File: config.mk
export PLATFORM = sky130hd
export DESIGN_NAME = lcd_spi_rx
export DESIGN_NICKNAME = d
export VERILOG_FILES = /design/src/rtl/lcd_spi_rx_pkg.sv /design/src/rtl/lcd_spi_rx_sync_fifo.sv /design/src/rtl/lcd_spi_rx.sv
export SDC_FILE = /design/constraint.sdc
export NUM_CORES = 1
export LEC_CHECK = 0
export BUFFER_PORTS_ARGS = -buffer_cell sky130_fd_sc_hd__buf_4
export CORE_ASPECT_RATIO = 1.75
export CORE_UTILIZATION = 50
export DETAILED_ROUTE_END_ITERATION = 8
export PLACE_DENSITY = 0.75
export SLEW_MARGIN = 5
export SYNTH_ARGS = -nofsm -noshare
export SYNTH_HDL_FRONTEND = slang
export SYNTH_SLANG_ARGS = --single-unit
File: constraint.sdc
create_clock -name CLK -period 5.45 [get_ports CLK]
set_input_delay 1.09 -clock CLK [delete_from_list [all_inputs] [get_ports CLK]]
set_output_delay 1.09 -clock CLK [all_outputs]
set_load 0.05 [all_outputs]
File: src/rtl/lcd_spi_rx_pkg.sv
// Shared types and constants for the LCD SPI receiver.
// Latency: n/a (types only).
// Backpressure: n/a (types only).
package lcd_spi_rx_pkg;

    // Receiver FSM: IDLE holds no bits, SHIFT holds 1..7 bits of a byte.
    typedef enum logic {
        IDLE  = 1'b0,
        SHIFT = 1'b1
    } rx_state_t;

    localparam int BYTE_W = 8;

    // One FIFO entry: the A0 flag travels with its byte.
    typedef struct packed {
        logic              is_data;
        logic [BYTE_W-1:0] data;
    } rx_entry_t;

    localparam int ENTRY_W = $bits(rx_entry_t);

endpackage

File: src/rtl/lcd_spi_rx_sync_fifo.sv
// Single-clock first-word-fall-through FIFO, DEPTH a power of two (2..16).
// Latency: a pushed word is visible on o_dat/o_vld the cycle after the push.
// Backpressure: push while full is dropped unless a pop happens the same cycle.
// Ports: i_clk/i_rst (async active-high), i_push/i_push_dat write side,
//        i_pop read side (ignored while empty), o_dat/o_vld head, o_full.
module sync_fifo #(
    parameter int WIDTH = 9,
    parameter int DEPTH = 4
) (
    input  logic             i_clk,
    input  logic             i_rst,
    input  logic             i_push,
    input  logic [WIDTH-1:0] i_push_dat,
    input  logic             i_pop,
    output logic [WIDTH-1:0] o_dat,
    output logic             o_vld,
    output logic             o_full
);

    localparam int AW = (DEPTH > 1) ? $clog2(DEPTH) : 1;

    logic [WIDTH-1:0] r_mem [DEPTH];
    logic [AW-1:0]    r_wr_ptr;
    logic [AW-1:0]    r_rd_ptr;
    logic [AW:0]      r_count;

    logic w_empty;
    logic w_pop;
    logic w_wr;

    assign w_empty = (r_count == '0);
    assign o_full  = (r_count == (AW+1)'(DEPTH));
    assign w_pop   = i_pop & ~w_empty;
    // A pop in the same cycle frees the slot, so a full FIFO still accepts.
    assign w_wr    = i_push & (~o_full | w_pop);

    assign o_vld = ~w_empty;
    // Head reads as zero while empty so the outputs are clean after reset.
    assign o_dat = w_empty ? '0 : r_mem[r_rd_ptr];

    always_ff @(posedge i_clk) begin
        if (w_wr) begin
            r_mem[r_wr_ptr] <= i_push_dat;
        end
    end

    // Pointers wrap naturally because DEPTH is a power of two.
    always_ff @(posedge i_clk or posedge i_rst) begin
        if (i_rst) begin
            r_wr_ptr <= '0;
            r_rd_ptr <= '0;
            r_count  <= '0;
        end else begin
            if (w_wr) begin
                r_wr_ptr <= r_wr_ptr + AW'(1);
            end
            if (w_pop) begin
                r_rd_ptr <= r_rd_ptr + AW'(1);
            end
            case ({w_wr, w_pop})
                2'b10:   r_count <= r_count + (AW+1)'(1);
                2'b01:   r_count <= r_count - (AW+1)'(1);
                default: r_count <= r_count;
            endcase
        end
    end

endmodule

File: src/rtl/lcd_spi_rx.sv
// LCD SPI slave receiver: samples SDA on SCK rise, queues {A0, byte} in a FIFO.
// Latency: rx_valid rises 4 CLK cycles after the 8th SCK rising edge (empty FIFO).
// Backpressure: rx_valid/rx_ready pop; a byte arriving to a full FIFO is dropped, overflow sticks.
// Ports: CLK, RESET (async active-high); SCK/SDA/A0/LCD_RST_N asynchronous serial inputs;
//        rx_data/rx_is_data/rx_valid/rx_ready consumer side; overflow (sticky), frame_error (pulse).
module lcd_spi_rx
    import lcd_spi_rx_pkg::*;
#(
    parameter int TIMEOUT_CYCLES = 255,
    parameter int FIFO_DEPTH     = 4
) (
    input  logic              CLK,
    input  logic              RESET,
    input  logic              SCK,
    input  logic              SDA,
    input  logic              A0,
    input  logic              LCD_RST_N,
    output logic [BYTE_W-1:0] rx_data,
    output logic              rx_is_data,
    output logic              rx_valid,
    input  logic              rx_ready,
    output logic              overflow,
    output logic              frame_error
);

    localparam int CW = (TIMEOUT_CYCLES > 1) ? $clog2(TIMEOUT_CYCLES + 1) : 1;
    localparam logic [CW-1:0] TO_VAL = CW'(TIMEOUT_CYCLES);

    // Synchronizer bit positions: {LCD_RST_N, A0, SDA, SCK}
    localparam int I_SCK = 0;
    localparam int I_SDA = 1;
    localparam int I_A0  = 2;
    localparam int I_RST = 3;

    logic [3:0]        r_sync1;
    logic [3:0]        r_sync2;
    logic              r_sck_d;

    logic              w_sck;
    logic              w_sda;
    logic              w_a0;
    logic              w_lcd_rst_n;
    logic              w_sck_rise;
    logic              w_sck_edge;

    rx_state_t         r_state;
    logic [BYTE_W-2:0] r_shift;
    logic [2:0]        r_bit_cnt;
    logic [CW-1:0]     r_idle_cnt;
    logic              r_push_vld;
    rx_entry_t         r_push_dat;
    logic              r_frame_error;
    logic              r_overflow;

    logic [ENTRY_W-1:0] w_fifo_dat;
    rx_entry_t          w_head;
    logic               w_fifo_vld;
    logic               w_fifo_full;
    logic               w_pop;

    always_ff @(posedge CLK or posedge RESET) begin
        if (RESET) begin
            r_sync1 <= '0;
            r_sync2 <= '0;
            r_sck_d <= 1'b0;
        end else begin
            r_sync1 <= {LCD_RST_N, A0, SDA, SCK};
            r_sync2 <= r_sync1;
            r_sck_d <= r_sync2[I_SCK];
        end
    end

    assign w_sck       = r_sync2[I_SCK];
    assign w_sda       = r_sync2[I_SDA];
    assign w_a0        = r_sync2[I_A0];
    assign w_lcd_rst_n = r_sync2[I_RST];
    assign w_sck_rise  = w_sck & ~r_sck_d;
    assign w_sck_edge  = w_sck ^ r_sck_d;

    // Inactivity counter: any SCK transition restarts it, it parks at the limit.
    always_ff @(posedge CLK or posedge RESET) begin
        if (RESET) begin
            r_idle_cnt <= '0;
        end else if (!w_lcd_rst_n || w_sck_edge) begin
            r_idle_cnt <= '0;
        end else if (r_idle_cnt != TO_VAL) begin
            r_idle_cnt <= r_idle_cnt + CW'(1);
        end
    end

    // Only bits 6..0 need storing; the 8th bit goes straight into the push word.
    // The push is registered, which sets the 4-cycle pin-to-rx_valid latency.
    always_ff @(posedge CLK or posedge RESET) begin
        if (RESET) begin
            r_state       <= IDLE;
            r_shift       <= '0;
            r_bit_cnt     <= '0;
            r_push_vld    <= 1'b0;
            r_push_dat    <= '0;
            r_frame_error <= 1'b0;
        end else begin
            r_push_vld    <= 1'b0;
            r_frame_error <= 1'b0;
            if (!w_lcd_rst_n) begin
                r_state   <= IDLE;
                r_shift   <= '0;
                r_bit_cnt <= '0;
            end else begin
                case (r_state)
                    IDLE: begin
                        if (w_sck_rise) begin
                            r_shift   <= {{(BYTE_W-2){1'b0}}, w_sda};
                            r_bit_cnt <= 3'd1;
                            r_state   <= SHIFT;
                        end
                    end
                    SHIFT: begin
                        if (w_sck_rise) begin
                            if (r_bit_cnt == 3'd7) begin
                                r_push_vld         <= 1'b1;
                                r_push_dat.is_data <= w_a0;
                                r_push_dat.data    <= {r_shift, w_sda};
                                r_shift            <= '0;
                                r_bit_cnt          <= '0;
                                r_state            <= IDLE;
                            end else begin
                                r_shift   <= {r_shift[BYTE_W-3:0], w_sda};
                                r_bit_cnt <= r_bit_cnt + 3'd1;
                            end
                        end else if (r_idle_cnt == TO_VAL) begin
                            r_frame_error <= 1'b1;
                            r_shift       <= '0;
                            r_bit_cnt     <= '0;
                            r_state       <= IDLE;
                        end
                    end
                    default: r_state <= IDLE;
                endcase
            end
        end
    end

    assign w_pop = w_fifo_vld & rx_ready;

    always_ff @(posedge CLK or posedge RESET) begin
        if (RESET) begin
            r_overflow <= 1'b0;
        end else if (r_push_vld && w_fifo_full && !w_pop) begin
            r_overflow <= 1'b1;
        end
    end

    sync_fifo #(
        .WIDTH (ENTRY_W),
        .DEPTH (FIFO_DEPTH)
    ) u_fifo (
        .i_clk      (CLK),
        .i_rst      (RESET),
        .i_push     (r_push_vld),
        .i_push_dat (r_push_dat),
        .i_pop      (w_pop),
        .o_dat      (w_fifo_dat),
        .o_vld      (w_fifo_vld),
        .o_full     (w_fifo_full)
    );

    assign w_head      = w_fifo_dat;
    assign rx_data     = w_head.data;
    assign rx_is_data  = w_head.is_data;
    assign rx_valid    = w_fifo_vld;
    assign overflow    = r_overflow;
    assign frame_error = r_frame_error;

endmodule

# Word level (Yosys, flattened, before mapping)
# Memory sizes are Yosys's and may differ from the RTL's.
# Cells that the tools add are included.
# totals
n_memories	1
mem_bits_rw	36
out_inout_bits	12
reg_bits	47
inputBits	7
elab_cells	82
# memory_table
name	depth	word_bits	rd	rd_clocked_by_memory_dff	write_ports	line	rtl
u_fifo.r_mem	4	9	1	0	1	lcd_spi_rx_sync_fifo.sv:22	logic [WIDTH-1:0] r_mem [DEPTH];
# op_classes
n_eq_ne	8
n_addsub	6
reduce_logical	10
muxes	32
n_bitwise	10
# op_table
cell	n
$mux 7	5
$mux 8	2
$mux 1	15
$mux 3	5
$pmux 7 s2	1
$pmux 3 s2	2
$mux 9	1
$add 8x1->8 const B	1
$eq 8x8->1 const B	1
$ne 8x8->1 const B	1
$add 3x1->3 const B	2
$eq 3x3->1 const B	2
$add 2x1->2 const B	2
$and 1x1->1	4
$ne 4x3->1 const B	1
$not 1->1	4
$reduce_and 4->1	1
$reduce_bool 2->1	2
$logic_not 3->1	1
$ne 3x3->1 const B	1
$sub 3x1->3 const B	1
$eq 2x1->1 const B	1
$eq 2x2->1 const B	1
$logic_and 1x1->1	2
6 further kinds	7

# Depth between registers and ports, before layout
# depth
depth_word	8
ltp_mapped	9
depth_no_buf	9

# Cells and area by module
# Synthesis repeated with hierarchy kept, for this count alone.
# unflattened
cells_unflattened	221
hier_area_um2	3443.3
# by_module_without_submodules
module	area_per_inst_um2	cells_per_inst	instances
sync_fifo	1791.7	96	1
lcd_spi_rx	1651.6	125	1

# Least setup slack after synthesis
# No wires, ideal clock.
# synth_path
kind	register to output
from	register u_fifo.r_count[0]
to	output port rx_data[0]
slack_ps	2741
path_buffers	1
arrival_ps	1619
stages_incl_launch_ff	4
cell_sequence	dfrtp_1 > or3_1 > clkbuf_1 > and2_1
# synth_between
elab_chain_len	2
# synth_rtl
item	line	rtl
start, declared	lcd_spi_rx_sync_fifo.sv:25	logic [AW:0] r_count;
start signal, assigned	lcd_spi_rx_sync_fifo.sv:61	2'b10: r_count <= r_count + (AW+1)'(1);
start signal, assigned	lcd_spi_rx_sync_fifo.sv:62	2'b01: r_count <= r_count - (AW+1)'(1);
start signal, assigned	lcd_spi_rx_sync_fifo.sv:63	default: r_count <= r_count;
$logic_not 3->1	lcd_spi_rx_sync_fifo.sv:31	assign w_empty = (r_count == '0);
$mux 9	lcd_spi_rx_sync_fifo.sv:39	assign o_dat = w_empty ? '0 : r_mem[r_rd_ptr];
end, declared	lcd_spi_rx.sv:18	output logic [BYTE_W-1:0] rx_data,
# Every way passes these cells.

# Worst setup path in the final report
# layout_path
from	register u_fifo.r_rd_ptr[0]
to	output port rx_data[3]
# layout_between
elab_chain_len	2
# layout_rtl
item	line	rtl
start, declared	lcd_spi_rx_sync_fifo.sv:24	logic [AW-1:0] r_rd_ptr;
start signal, assigned	lcd_spi_rx_sync_fifo.sv:58	r_rd_ptr <= r_rd_ptr + AW'(1);
$mem_v2 4x9	-	
$mux 9	lcd_spi_rx_sync_fifo.sv:39	
# Every way passes these cells.

==> impl_metrics.yaml <==
floorplanning:
  dieArea_sq_um: 7030
  rows: 39
  core_area_sq_um: 6490
  start_util: 0.515
  dieWidth_microns: 63.8
  die_h_microns: 110
  pin_count: 19
clock_tree:
  h-tree-depth: 3
  cts-root-buf: "clkbuf_16"
  post_cts_buffers: 0
  cts_buffers: 9
  cts_sinks: 83
  postCtsHoldBufs: 0
  clock_latency_ps: 330
  cts_repair_resize_count: 0
  max-clock-path-buffers: 2
  path_clk_slew_ps: 60
  cts_tree: "done"
global_routing:
  grt.overflow.total: 0
  grt_pass1_wl_microns: 8760
  grt_pass1_vias: 1773
  track_usage: 0.175
  grt_max_degree: 48
  antenna_found_initial: 0
worst_setup_path:
  worstSetupEndpointType: "primary output"
  path_class: "reg2out"
  critPathArrivalTime_ps: 2000
  required_ps: 4360
  worst_setup_path_start_kind: "flop"
  crit_fanout: 11
final_layout:
  mostFrequentLayoutCells: "dfrtp_1 (47), edfxtp_1 (36), buf_4 (18)"
  drive_gt1_frac: 0.247
  antennaDiodeCount: 0
  layout_commonest_cell: "dfrtp_1"
  n_fill_cell: 485
  nNetsFinal: 251
  post-route-util: 0.599
  syn_to_final_growth_pct: 16.3
pwr:
  ir_drop_uv: 251
  p_leak_nw: 1.70
  powerDensity_nw_per_um2: 422
drt:
  detail-route-antenna-nets: 0
  dr_total_vias: 1788
  via_per_inst: 5.57
  first_pass_iters: 4
  wl_per_cell_microns: 16.0
  drc: 0
  wl_microns: 5130
  initialDrtViolationCount: 56
synth:
  synth_compound_area_frac: 0.0599
  synth.distinct_cells: 40
  synth_edf_count: 36
  ys_warn_count: 0
  syn_area_per_cell_sq_um: 15.8
  ys_ff_latch: 83
  ys_seq_area_frac: 0.676
  synth_top_family_by_area: "multiplexers"
  ys.flop_type: "dfrtp_1"
  synthSimpleGateAreaFrac: 0.0903
  synthCells: 211
  synth-xor-area-share: 0.0184
  synth_fa_ha_area_frac: 0.0397
  synth.mux.area_fraction: 0.0944
  syn_area_sq_um: 3340
  synth_nets: 228
  synthArstFlopShare: 0.566
sta:
  rsz0062_at_grt: "false"
  max_freq_mhz: 323
  tightest_slew_ps: 976
  drv_slew: 0
  skew_ps: 4.32
  post-route-min-period_ps: 3090
  finalSetupTns_ps: 0
  period_share: 0.567
  setup_viol: 0
  relSlewSlack: 0.350
  finalHoldViolCount: 0
run:
  cap_violations: 0
status:
  run_status: "complete, no violations"
placed_design:
  dp_hpwl_microns: 3410
  portBuffers: 18
  gp_congestion: 0.759
min_path:
  hold_path_class: "reg2reg"
## metrics by stage
step	power, mW	hold WS [ps]	cells	setup slack (ps)	instance area [sq um]
6_report	1.64	350	321	2360	3890
5_1_grt	1.71	356	321	2210	3890
4_1_cts	1.66	352	321	2290	3890
3_5_place_dp	0.977	335	305	2610	3540
3_3_place_gp	0.968	334	305	2620	3540
2_1_floorplan	0.918	331	211	2740	3340
## Yosys cell counts (4+ instances only)
library cell   n  area share
a21oi_1        5      0.0075
a22o_1         9       0.024
and2_1        15       0.028
dfrtp_1       47        0.35
edfxtp_1      36        0.32
ha_1           9       0.034
inv_1         10       0.011
mux2_2        10       0.034
mux4_2         9       0.061
nand2_1        6      0.0067
nor3_1         6      0.0090
o21ai_0        4      0.0060
xnor2_1        4       0.010
## flip-flops by register name, summed over array words and instances (netlist names)
name             cells
r_idle_cnt           8
r_state              1
u_fifo.r_mem        36
r_bit_cnt            3
r_shift              7
overflow             1
u_fifo.r_wr_ptr      2
r_sync1              4
r_sync2              4
r_push_dat           9
u_fifo.r_count       3
r_push_vld           1
r_sck_d              1
frame_error          1
u_fifo.r_rd_ptr      2
## area by class of cell
| class | count | area [sq um] | share of cell area |
|---|---|---|---|
| clock buffer | 10 | 229 | 0.0589 |
| sequential | 83 | 2260 | 0.581 |
| inverter | 10 | 37.5 | 0.00966 |
| multi-input combinational | 112 | 1010 | 0.260 |
| clock inverter | 6 | 114 | 0.0293 |
| timing repair buffer | 18 | 135 | 0.0348 |
| tap | 82 | 103 | 0.0264 |
## routing by layer
| layer | track usage | vias to the layer above | share of wire |
|---|---|---|---|
| li1 | - | 826 | - |
| met1 | 0.184 | 903 | 0.39 |
| met2 | 0.309 | 47 | 0.55 |
| met3 | 0.0453 | 12 | 0.032 |
| met4 | 0.112 | 0 | 0.025 |
| met5 | 0 | - | 0 |
## kinds of logic (layout without fill, tap and decap cells)
| kind of cell | count (synthesis) | in the layout |
|---|---|---|
| DFF | 83 | 83 |
| and+or+nand+nor | 48 | 48 |
| AOI/OAI and AO/OA | 28 | 28 |
| muxes | 19 | 19 |
| buffers and inverters | 16 | 44 |
| adders and majority gates | 10 | 10 |
| xor gates and xnor gates | 7 | 7 |
## where the power goes
group / internal, mW / switching [mW] / leakage, nW
Clock: 0.449 / 0.233 / 0.159
Combinational: 0.103 / 0.139 / 0.547
Sequential: 0.671 / 0.0459 / 0.997
## path summary, 6_finish.rpt
kind | startpoint | endpoint | slack, ps | depth (start not counted)
worst max-delay path | u_fifo.r_rd_ptr[0] | rx_data[3] | 2360 | 3
worst min-delay path | r_sync1[2] | r_sync2[2] | 350 | 0
worst max register to register | u_fifo.r_count[1] | u_fifo.r_count[1] | 3280 | 6
worst min register to register | r_sync1[2] | r_sync2[2] | 350 | 0
max in group asynchronous | RESET | r_bit_cnt[1] | 3850 | 2
min in group asynchronous | RESET | u_fifo.r_wr_ptr[1] | 980 | 2
## critical path, cell delays in order (launching register included)
cell and delay (ps):
dfrtp_1 740, mux4_2 580, and2_1 170, buf_4 180
No activity file was read; power rests on OpenSTA's default activity.
